## src/rtl/dmem_arbiter_if.sv

```systemverilog
// Requester-side bus of the data-memory arbiter.
// One instance per port (core load/store, I/O loader).
interface dmem_arbiter_if #(
  parameter int ADDR_W = 32,
  parameter int DATA_W = 32
);
  logic              req;
  logic              we;
  logic [ADDR_W-1:0] addr;
  logic [DATA_W-1:0] wdata;
  logic [DATA_W-1:0] rdata;
  logic              ack;
  logic              err;

  modport master (
    output req, we, addr, wdata,
    input  rdata, ack, err
  );

  modport slave (
    input  req, we, addr, wdata,
    output rdata, ack, err
  );
endinterface

```

## src/rtl/dmem_arbiter.sv

```systemverilog
// Round-robin arbiter sharing one single-port data memory
// between the core load/store port and the I/O port.
module dmem_arbiter #(
  parameter int ADDR_W  = 32,
  parameter int DATA_W  = 32,
  parameter int MEM_LAT = 1
) (
  input  logic              clk,
  input  logic              rst,
  dmem_arbiter_if.slave     cpu,
  dmem_arbiter_if.slave     io,
  output logic              cpu_stall,
  output logic              mem_en,
  output logic              mem_we,
  output logic [ADDR_W-3:0] mem_addr,
  output logic [DATA_W-1:0] mem_wdata,
  input  logic [DATA_W-1:0] mem_rdata,
  output logic              busy,
  output logic              grant_id
);

  localparam logic [2:0] LAT = 3'(MEM_LAT);

  typedef enum logic [1:0] {
    IDLE,
    ACCESS,
    WAIT,
    DONE
  } state_e;

  state_e            state_q, state_d;
  logic [2:0]        cnt_q, cnt_d;
  logic              last_q, last_d;
  logic              grant_q, grant_d;
  logic              we_q, we_d;
  logic [ADDR_W-3:0] addr_q, addr_d;
  logic [DATA_W-1:0] wdata_q, wdata_d;
  logic [DATA_W-1:0] crd_q, crd_d;
  logic [DATA_W-1:0] ird_q, ird_d;
  logic              cerr_q, cerr_d;
  logic              ierr_q, ierr_d;

  logic              win;
  logic [ADDR_W-1:0] sel_addr;
  logic              res_wr;
  logic              res_sel;
  logic [DATA_W-1:0] res_val;
  logic              res_err;

  always_comb begin
    state_d  = state_q;
    cnt_d    = cnt_q;
    last_d   = last_q;
    grant_d  = grant_q;
    we_d     = we_q;
    addr_d   = addr_q;
    wdata_d  = wdata_q;
    crd_d    = crd_q;
    ird_d    = ird_q;
    cerr_d   = cerr_q;
    ierr_d   = ierr_q;
    res_wr   = 1'b0;
    res_sel  = grant_q;
    res_val  = '0;
    res_err  = 1'b0;
    // io wins when alone, or on a tie when the core went last
    win      = io.req & (~cpu.req | ~last_q);
    sel_addr = win ? io.addr : cpu.addr;

    unique case (state_q)
      IDLE: begin
        if (cpu.req | io.req) begin
          grant_d = win;
          last_d  = win;
          we_d    = win ? io.we : cpu.we;
          addr_d  = sel_addr[ADDR_W-1:2];
          wdata_d = win ? io.wdata : cpu.wdata;
          if (sel_addr[1:0] != 2'b00) begin
            state_d = DONE;
            res_wr  = 1'b1;
            res_sel = win;
            res_err = 1'b1;
          end else begin
            state_d = ACCESS;
          end
        end
      end
      ACCESS: begin
        cnt_d   = LAT;
        state_d = WAIT;
      end
      WAIT: begin
        cnt_d = cnt_q - 3'd1;
        if (cnt_q == 3'd1) begin
          state_d = DONE;
          res_wr  = 1'b1;
          res_val = we_q ? '0 : mem_rdata;
        end
      end
      DONE: begin
        state_d = IDLE;
      end
      default: begin
        state_d = IDLE;
      end
    endcase

    if (res_wr) begin
      if (res_sel) begin
        ird_d  = res_val;
        ierr_d = res_err;
      end else begin
        crd_d  = res_val;
        cerr_d = res_err;
      end
    end
  end

  always_ff @(posedge clk) begin
    if (rst) begin
      state_q <= IDLE;
      cnt_q   <= '0;
      last_q  <= 1'b1;
      grant_q <= 1'b0;
      we_q    <= 1'b0;
      addr_q  <= '0;
      wdata_q <= '0;
      crd_q   <= '0;
      ird_q   <= '0;
      cerr_q  <= 1'b0;
      ierr_q  <= 1'b0;
    end else begin
      state_q <= state_d;
      cnt_q   <= cnt_d;
      last_q  <= last_d;
      grant_q <= grant_d;
      we_q    <= we_d;
      addr_q  <= addr_d;
      wdata_q <= wdata_d;
      crd_q   <= crd_d;
      ird_q   <= ird_d;
      cerr_q  <= cerr_d;
      ierr_q  <= ierr_d;
    end
  end

  // strobes drop in the reset cycle itself, not one cycle later
  assign mem_en    = (state_q == ACCESS) & ~rst;
  assign mem_we    = mem_en & we_q;
  assign mem_addr  = addr_q;
  assign mem_wdata = wdata_q;

  assign cpu.ack   = (state_q == DONE) & ~rst & ~grant_q;
  assign io.ack    = (state_q == DONE) & ~rst & grant_q;
  assign cpu.rdata = crd_q;
  assign io.rdata  = ird_q;
  assign cpu.err   = cerr_q & cpu.ack;
  assign io.err    = ierr_q & io.ack;

  assign cpu_stall = cpu.req & ~cpu.ack;
  assign busy      = (state_q != IDLE);
  assign grant_id  = grant_q;

endmodule

```

## src/flat_wrapper.sv

```systemverilog
// flat-port wrapper written by rule: the top's interface ports become plain ports
module dmem_arbiter_flat 
#(
  parameter int ADDR_W  = 32,
  parameter int DATA_W  = 32,
  parameter int MEM_LAT = 1
)
  (clk, rst, cpu_stall, mem_en, mem_we, mem_addr, mem_wdata, mem_rdata, busy, grant_id, cpu_req, cpu_we, cpu_addr, cpu_wdata, cpu_rdata, cpu_ack, cpu_err, io_req, io_we, io_addr, io_wdata, io_rdata, io_ack, io_err);
  dmem_arbiter_if #(.ADDR_W(ADDR_W), .DATA_W(DATA_W)) cpu_i ();
  dmem_arbiter_if #(.ADDR_W(ADDR_W), .DATA_W(DATA_W)) io_i ();
  input  logic clk;
  input  logic rst;
  output logic cpu_stall;
  output logic mem_en;
  output logic mem_we;
  output logic [ADDR_W-3:0] mem_addr;
  output logic [DATA_W-1:0] mem_wdata;
  input  logic [DATA_W-1:0] mem_rdata;
  output logic busy;
  output logic grant_id;
  input wire logic [$bits(cpu_i.req)-1:0] cpu_req;
  input wire logic [$bits(cpu_i.we)-1:0] cpu_we;
  input wire logic [$bits(cpu_i.addr)-1:0] cpu_addr;
  input wire logic [$bits(cpu_i.wdata)-1:0] cpu_wdata;
  output wire logic [$bits(cpu_i.rdata)-1:0] cpu_rdata;
  output wire logic [$bits(cpu_i.ack)-1:0] cpu_ack;
  output wire logic [$bits(cpu_i.err)-1:0] cpu_err;
  input wire logic [$bits(io_i.req)-1:0] io_req;
  input wire logic [$bits(io_i.we)-1:0] io_we;
  input wire logic [$bits(io_i.addr)-1:0] io_addr;
  input wire logic [$bits(io_i.wdata)-1:0] io_wdata;
  output wire logic [$bits(io_i.rdata)-1:0] io_rdata;
  output wire logic [$bits(io_i.ack)-1:0] io_ack;
  output wire logic [$bits(io_i.err)-1:0] io_err;
  assign cpu_i.req = cpu_req;
  assign cpu_i.we = cpu_we;
  assign cpu_i.addr = cpu_addr;
  assign cpu_i.wdata = cpu_wdata;
  assign cpu_rdata = cpu_i.rdata;
  assign cpu_ack = cpu_i.ack;
  assign cpu_err = cpu_i.err;
  assign io_i.req = io_req;
  assign io_i.we = io_we;
  assign io_i.addr = io_addr;
  assign io_i.wdata = io_wdata;
  assign io_rdata = io_i.rdata;
  assign io_ack = io_i.ack;
  assign io_err = io_i.err;
  dmem_arbiter #(.ADDR_W(ADDR_W), .DATA_W(DATA_W), .MEM_LAT(MEM_LAT)) u_core (.clk(clk), .rst(rst), .cpu(cpu_i), .io(io_i), .cpu_stall(cpu_stall), .mem_en(mem_en), .mem_we(mem_we), .mem_addr(mem_addr), .mem_wdata(mem_wdata), .mem_rdata(mem_rdata), .busy(busy), .grant_id(grant_id));
endmodule
```

## config.mk

```make
export PLATFORM = sky130hd
export DESIGN_NAME = dmem_arbiter_flat
export DESIGN_NICKNAME = d
export VERILOG_FILES = /design/src/rtl/dmem_arbiter_if.sv /design/src/rtl/dmem_arbiter.sv /design/src/flat_wrapper.sv
export SDC_FILE = /design/constraint.sdc
export NUM_CORES = 1
export LEC_CHECK = 0
export ABC_AREA = 0
export CORE_MARGIN = 3
export CORE_UTILIZATION = 39
export CTS_CLUSTER_SIZE = 8
export DETAILED_ROUTE_END_ITERATION = 6
export PLACE_DENSITY = 0.79
export SETUP_SLACK_MARGIN = 0.02
export SYNTH_ARGS = -nofsm -noshare
export SYNTH_HDL_FRONTEND = slang
export SYNTH_SLANG_ARGS = --single-unit
```

## constraint.sdc

```tcl
create_clock -name clk -period 4.1 [get_ports clk]
set_input_delay 0.82 -clock clk [delete_from_list [all_inputs] [get_ports clk]]
set_output_delay 0.82 -clock clk [all_outputs]
set_load 0.005 [all_outputs]
```

======== Word-level counts from Yosys, hierarchy flattened ========
Cells that the tools add are included.
word-level totals
  input bits .............................. 166
  output and inout bits ................... 135
  logic and storage cells ................. 62
  register bits after elaboration ......... 136
cells by class
  bitwise operators ....................... 17
  reductions and logical operators ........ 8
  muxes and demuxes ....................... 19
  $add $sub $neg .......................... 1
  eq/ne operators ......................... 6
operators by type and width
  cell                 count
  $mux 32              5
  $and 1x1->1          9
  $mux 1               8
  $pmux 2 s4           1
  $reduce_and 2->1     4
  $mux 2               3
  $not 1->1            6
  $pmux 3 s2           1
  $reduce_bool 2->1    3
  $eq 2x2->1 const B   2
  $ne 2x1->1 const B   2
  $eq 3x1->1 const B   1
  $sub 3x1->3 const B  1
  $eq 2x1->1 const B   1
  $logic_not 2->1      1
  $or 1x1->1           2
  $pmux 1 s2           1

======== Depth between registers and ports, before layout ========
Gate-level depths: netlist (run 1).
  word-level depth ........................ 10
  gate-level depth with buffers ........... 9
  depth with buffers taken out ............ 6

======== Worst setup path before layout (run 1) ========
OpenSTA, ideal clock, no wires.
  path kind ............................... input -> output
  start ................................... in rst
  end ..................................... out cpu_err
  arrival time ............................ 1461 ps
  cell stages on the path ................. 3
  path buffers ............................ 1
  required time ........................... 3280 ps
  path slack .............................. 1819 ps
  path through ............................ buf_2 > nor3b_1 > and2_1
between the ends
  word-level cells in the longest chain between the ends .. 4
ends and longest elaborated chain
  element                   line                 source
  from (decl)               flat_wrapper.sv:12   input logic rst;
  $not 1->1                 dmem_arbiter.sv:153  assign cpu.ack = (state_q == DONE) & ~rst & ~grant_q;
  $and 1x1->1 (2 in a row)  dmem_arbiter.sv:153
  via cpu_ack               flat_wrapper.sv:26   output wire logic [$bits(cpu_i.ack)-1:0] cpu_ack;
  $and 1x1->1               dmem_arbiter.sv:157  assign cpu.err = cerr_q & cpu.ack;
  to (decl)                 flat_wrapper.sv:27   output wire logic [$bits(cpu_i.err)-1:0] cpu_err;
The timed path passes the listed nets, and every way through them passes these cells.

======== Worst setup path after layout (run 1) ========
  start ................................... in cpu_req
  end ..................................... out cpu_stall
between the ends
  word-level cells in the longest chain between the ends .. 1
ends and longest elaborated chain
  element      line                 source
  from (decl)  flat_wrapper.sv:21   input wire logic [$bits(cpu_i.req)-1:0] cpu_req;
  $and 1x1->1  dmem_arbiter.sv:160  assign cpu_stall = cpu.req & ~cpu.ack;
  to (decl)    flat_wrapper.sv:13   output logic cpu_stall;
No other way between the ends.

==> results of run 1 <==
-- cells in the final DEF, fill, tap and decap left out, drive strengths merged, types with 19 or more instances in the layout --
master / Yosys / routed
nand3: 97 / 97
nor2: 76 / 76
nand2: 127 / 127
clkbuf: 38 / 19
nand4: 32 / 32
o211ai: 96 / 96
clkdlybuf4s50: 0 / 299
a311oi: 64 / 64
dfxtp: 136 / 136
nor2b: 67 / 67
o21ai: 37 / 37
-- layer usage --
layer  track usage  up-vias  share of wire
met4       0.08805        0          0.024
met3       0.08454       31          0.096
met2        0.3995      324           0.49
li1              -     3641              -
met1        0.2820     3493           0.39
met5             0        -              0
-- how the worst min path moves through the flow --
stage / start / endpoint / cells past startpoint
floorplan: u_core.cnt_q[1] / u_core.cnt_q[1] / 2
global placement: u_core.cnt_q[1] / u_core.cnt_q[1] / 2
detailed placement: u_core.cnt_q[1] / u_core.cnt_q[1] / 2
CTS: u_core.mem_wdata[17] / u_core.mem_wdata[17] / 2
global route: u_core.mem_addr[9] / u_core.mem_addr[9] / 2
finish: u_core.cnt_q[1] / u_core.cnt_q[1] / 2
-- critical path: stages --
cell and delay [ps]:
clkdlybuf4s50_1 750, nor2b_1 190, clkdlybuf4s50_1 510
-- cell families (layout without fill, tap and decap cells) --
logic type | Yosys count | in the layout
buf+inv | 106 | 353
mux | 2 | 2
flops | 136 | 136
fa+ha+maj | 7 | 7
simple gates | 415 | 415
compound gates | 209 | 209
-- final cells by class --
| type | count | area (um2) | share of cell area |
|---|---|---|---|
| flip-flops and latches | 136 | 2723 | 0.2588 |
| multi-input cells | 633 | 3749 | 0.3564 |
| well taps | 225 | 281.5 | 0.02676 |
| repair buffers | 314 | 3143 | 0.2988 |
| inverters | 7 | 26.28 | 0.002498 |
| clock inverters | 13 | 153.9 | 0.01463 |
| clock buffers | 19 | 442.9 | 0.04211 |
-- state kept, by name, indices dropped and copies added (netlist names) --
name and count:
u_core.cpu.rdata 32, u_core.io.rdata 32, u_core.mem_wdata 32, u_core.mem_addr 30
u_core.cnt_q 3, u_core.state_q 2, u_core.cerr_q 1, u_core.grant_id 1
u_core.ierr_q 1, u_core.last_q 1, u_core.we_q 1
-- where the power goes --
part / total, mW / internal (mW) / switching [mW]
clock: 1.57 / 0.969 / 0.603
sequential: 1.82 / 1.64 / 0.176
combinational: 2.29 / 1.04 / 1.25
total: 5.68 / 3.65 / 2.03
==> impl_metrics.yaml, run 1 <==
global_route:
  grt_pass1_vias: 7068
  grt_start_max_net_pins: 70
  overflow: 0
  antenna_found_initial: 0
  grt.total_usage: 0.2385
  grt_pass1_wl_um: 37960
yosys:
  mappedNetlistArea_um2: 6942
  synth_fa_ha_area_frac: 0.01262
  synth_cells: 875
  synth_most_common_cell: "dfxtp_1"
  yosysTopAreaCell: "dfxtp_1"
  avgSynthCellArea_um2: 7.933
  synthMuxAreaShare: 0.003785
  synth-xor-area-share: 0
  synth_edf_count: 0
  synth_top_area_share: 0.3922
  yosysUniqueCellTypes: 38
  synth_top_family_by_area: "simple AND/OR/NAND/NOR gates"
  synth_area_leaders: "dfxtp_1, o211ai_1, a311oi_1"
  synth_seq_cells: 136
  yosys.area_share.simple: 0.2868
  synthTopCellsByCount: "dfxtp_1, nand2_1, nand3_1"
  synth_seq_area_share: 0.3922
  ys_warn_count: 0
  synth_compound_area_frac: 0.2316
  synth-main-ff-cell: "dfxtp_1"
  async_flop_share: 0
  syn_nets: 1048
worst_setup_path:
  arrival_ps: 2280
  setup.worst_path.start: "cpu_req"
  ff2ff_setup_slack_ps: 1770
  end_kind: "output pin"
  crit_type: "in2out"
  reg2reg_to: "u_core.mem_addr[14]"
  required_ps: 3280
  regToRegStartpoint: "u_core.state_q[0]"
  setup.worst_path.end: "cpu_stall"
  critPathLaunchType: "input port"
  reg2reg_depth: 7
  cp_max_fo: 9
placement:
  dp_cells: 1315
  gp_congestion: 0.8767
  place_area_um2: 9922
  port_buffers: 300
  pre_cts_ws_ps: 1017
  hpwl_um: 16130
clock_network:
  clock_sinks: 136
  post_cts_buffers: 0
  clock_latency_ps: 410
  path_clk_slew_ps: 50
  hold_buffers: 0
  cts_resized: 0
  htreeDepth: 4
  clockBufferDepth: 2
  cts_tree: "done"
  cts_root_buf: "clkbuf_16"
  numCtsBuffers: 17
layout:
  syn2layout_area_growth_pct: 51.53
  antenna_cells: 0
  fin_area_um2: 10520
  fin_cells: 1347
  drive_above_1_share: 0.05882
  fill_cells: 1534
  final_util: 0.6060
  finalNetCount: 1282
die:
  initial_utilization: 0.3999
  io_pins: 301
  fp.dieH_um: 139.4
  row_count: 48
  core_um2: 17360
  die_area_um2: 19440
  chipWidth_um: 139.4
sta:
  slew_violations: 0
  rsz0062_at_grt: "false"
  report.final.hold_viol_count: 0
  clock.fmax_mhz: 322.7
  tns_ps: 0
  fin_skew_ps: 9.502
  timing.slew.headroom: 0.4582
  worst_pin_slew_ps: 809.7
  fin_crit_sh: 0.7558
  fin_ws_ps: 1001
  period_minus_slack_ps: 3099
  hold_slack_ps: 494.3
  final-setup-viol-count: 0
drt:
  wire_per_inst_um: 18.01
  wirelength_um: 24260
  dr.pass1.iters: 5
  drc: 0
  vias: 7489
  drt_iter0_drc: 560
  vias_per_cell: 5.560
  postRouteAntennaNets: 0
outcome:
  outcome: "finished, final reports clean"
min_path:
  holdCritPathClass: "reg2reg"
power_and_ir_drop:
  p_total_mw: 5.677
  p_per_area_nw_per_um2: 539.7
  p_leak_nw: 3.930
  peakVddDrop_uv: 315.2
flow_run:
  max_cap_violations: 0
Note: power is estimated with default switching activity, not from simulation.
==> run 2, diff against run 1 <==
PLACE_DENSITY = 0.82   (was 0.79)
clock period = 2.7 ns   (was 4.1 ns; I/O delays follow)
==> run 2 against run 1 <==
Against the previous run: total power is 56% higher; clock skew is 0.79 ps higher; sequential share of layout area is 0.58 points lower; non-clock buffer count is 7 higher; critical endpoint is now busy.
==> impl_metrics.yaml, run 2 (same netlist as run 1, synthesis figures left out) <==
outcome:
  outcome: "finished, final reports clean"
placement:
  gp_congestion: 0.8259
  dp_cells: 1322
  port_buffers: 300
  place_area_um2: 10120
  hpwl_um: 16570
clock_network:
  cts_resized: 0
  htreeDepth: 4
  path_clk_slew_ps: 60
  cts_tree: "done"
  clock_sinks: 136
  clock_latency_ps: 420
  numCtsBuffers: 17
  cts_root_buf: "clkbuf_16"
  post_cts_buffers: 0
  hold_buffers: 0
  clockBufferDepth: 2
sta:
  tns_ps: 0
  rsz0062_at_grt: "false"
  clock.fmax_mhz: 400.9
  timing.slew.headroom: 0.3232
  worst_pin_slew_ps: 1015
  fin_crit_sh: 0.9239
  slew_violations: 0
  period_minus_slack_ps: 2495
  hold_slack_ps: 459.2
  final-setup-viol-count: 0
  report.final.hold_viol_count: 0
  fin_skew_ps: 10.29
worst_setup_path:
  reg2reg_depth: 7
  reg2reg_to: "u_core.mem_addr[27]"
  ff2ff_setup_slack_ps: 640
  required_ps: 2160
  cp_max_fo: 9
  end_kind: "output pin"
  crit_type: "reg2out"
  regToRegStartpoint: "u_core.state_q[1]"
  critPathLaunchType: "flop"
  arrival_ps: 1950
die:
  row_count: 48
  io_pins: 301
  initial_utilization: 0.3999
  chipWidth_um: 139.4
  core_um2: 17360
  die_area_um2: 19440
  fp.dieH_um: 139.4
drt:
  drt_iter0_drc: 522
  dr.pass1.iters: 5
  vias: 7489
  wire_per_inst_um: 17.95
  postRouteAntennaNets: 0
  drc: 0
  vias_per_cell: 5.527
  wirelength_um: 24320
global_route:
  antenna_found_initial: 3
  grt_pass1_wl_um: 38340
  overflow: 0
  grt_start_max_net_pins: 93
  grt.total_usage: 0.2424
  grt_pass1_vias: 7067
power_and_ir_drop:
  p_leak_nw: 4.026
  p_int_mw: 5.782
  p_switching_mw: 3.088
  switching_share: 0.3481
  p_total_mw: 8.871
  p_per_area_nw_per_um2: 824.6
  seq_power_share: 0.310
  peakVddDrop_uv: 439.6
  clkPwrFrac: 0.278
  pwr-share-comb: 0.412
min_path:
  whs_path_depth: 2
  min_to: "u_core.mem_addr[12]"
  holdCritPathClass: "in2reg"
  hp-start: "rst"
layout:
  syn2layout_area_growth_pct: 54.97
  final_cell_mix: "clkdlybuf4s50_1, dfxtp_1, nand2_1"
  drive_above_1_share: 0.06560
  fill_cells: 1483
  final_common_cell: "clkdlybuf4s50_1"
  fin_cells: 1355
  fin_area_um2: 10760
  finalNetCount: 1289
flow_run:
  max_cap_violations: 0
==> run 2: cell count changes in the layout (fill, tap and decap cells not counted) <==
cell / delta
nor3b_2: +1
buf_12: +12
nor3b_1: -1
diode_2: +2
inv_6: +1
buf_4: -5
clkbuf_1: -1
clkbuf_8: +3
clkinv_2: -4
==> run 2: area by class of cell <==
| cell class | count | area (um2) | area share |
|---|---|---|---|
| inverter | 7 | 26.28 | 0.002442 |
| antenna | 2 | 5.005 | 0.0004652 |
| timing repair buffer | 321 | 3346 | 0.3110 |
| sequential | 136 | 2723 | 0.2531 |
| clock inverter | 10 | 142.6 | 0.01326 |
| tap | 225 | 281.5 | 0.02617 |
| multi-input combinational | 633 | 3754 | 0.3489 |
| clock buffer | 21 | 480.5 | 0.04466 |
==> run 2: worst max path at each step <==
stage / endpoint / startpoint / slack, ps / depth (start not counted)
after floorplan: u_core.cpu.rdata[0] / cpu_req / 900 / 7
after global routing: busy / u_core.state_q[1] / 40 / 4
after CTS: cpu_err / u_core.state_q[1] / 160 / 4
final: busy / u_core.state_q[1] / 210 / 4
after global placement: u_core.cpu.rdata[1] / cpu_req / 340 / 6
after detailed placement: u_core.io.rdata[31] / io_req / 280 / 6
==> run 2: metal layers <==
layer / part of all wire / global-route usage
met5: 0 / 0
met4: 0.025 / 0.08651
met3: 0.091 / 0.07938
met2: 0.50 / 0.4099
met1: 0.39 / 0.2885
==> run 2: worst max-delay path, stage by stage (launching register included) <==
cell and delay, ps:
dfxtp_1 390, inv_1 100, ha_1 310, inv_1 160
clkdlybuf4s50_1 580
==> run 2: power by group through the flow <==
stage	Sequential, mW	Clock [mW]	Combinational (mW)
final	2.75	2.46	3.65
after global routing	2.81	2.58	3.95
after CTS	2.75	2.50	3.67
after detailed placement	2.79	0	3.66
after global placement	2.78	0	3.61
after floorplan	2.80	0	1.80
==> run 2: per-stage QoR <==
stage            util  setup WS [ps]
2_1_floorplan       -          895.1
6_report       0.6198          205.5
4_1_cts        0.6192          163.9
5_1_grt        0.6198          40.97
3_5_place_dp   0.5833          277.9
3_3_place_gp   0.5833          342.8
==> run 3, diff against run 2 <==
CTS_CLUSTER_SIZE = 20   (was 8)
==> results of run 3 <==
Final layout, timing and power as in run 2 (identical DEF).
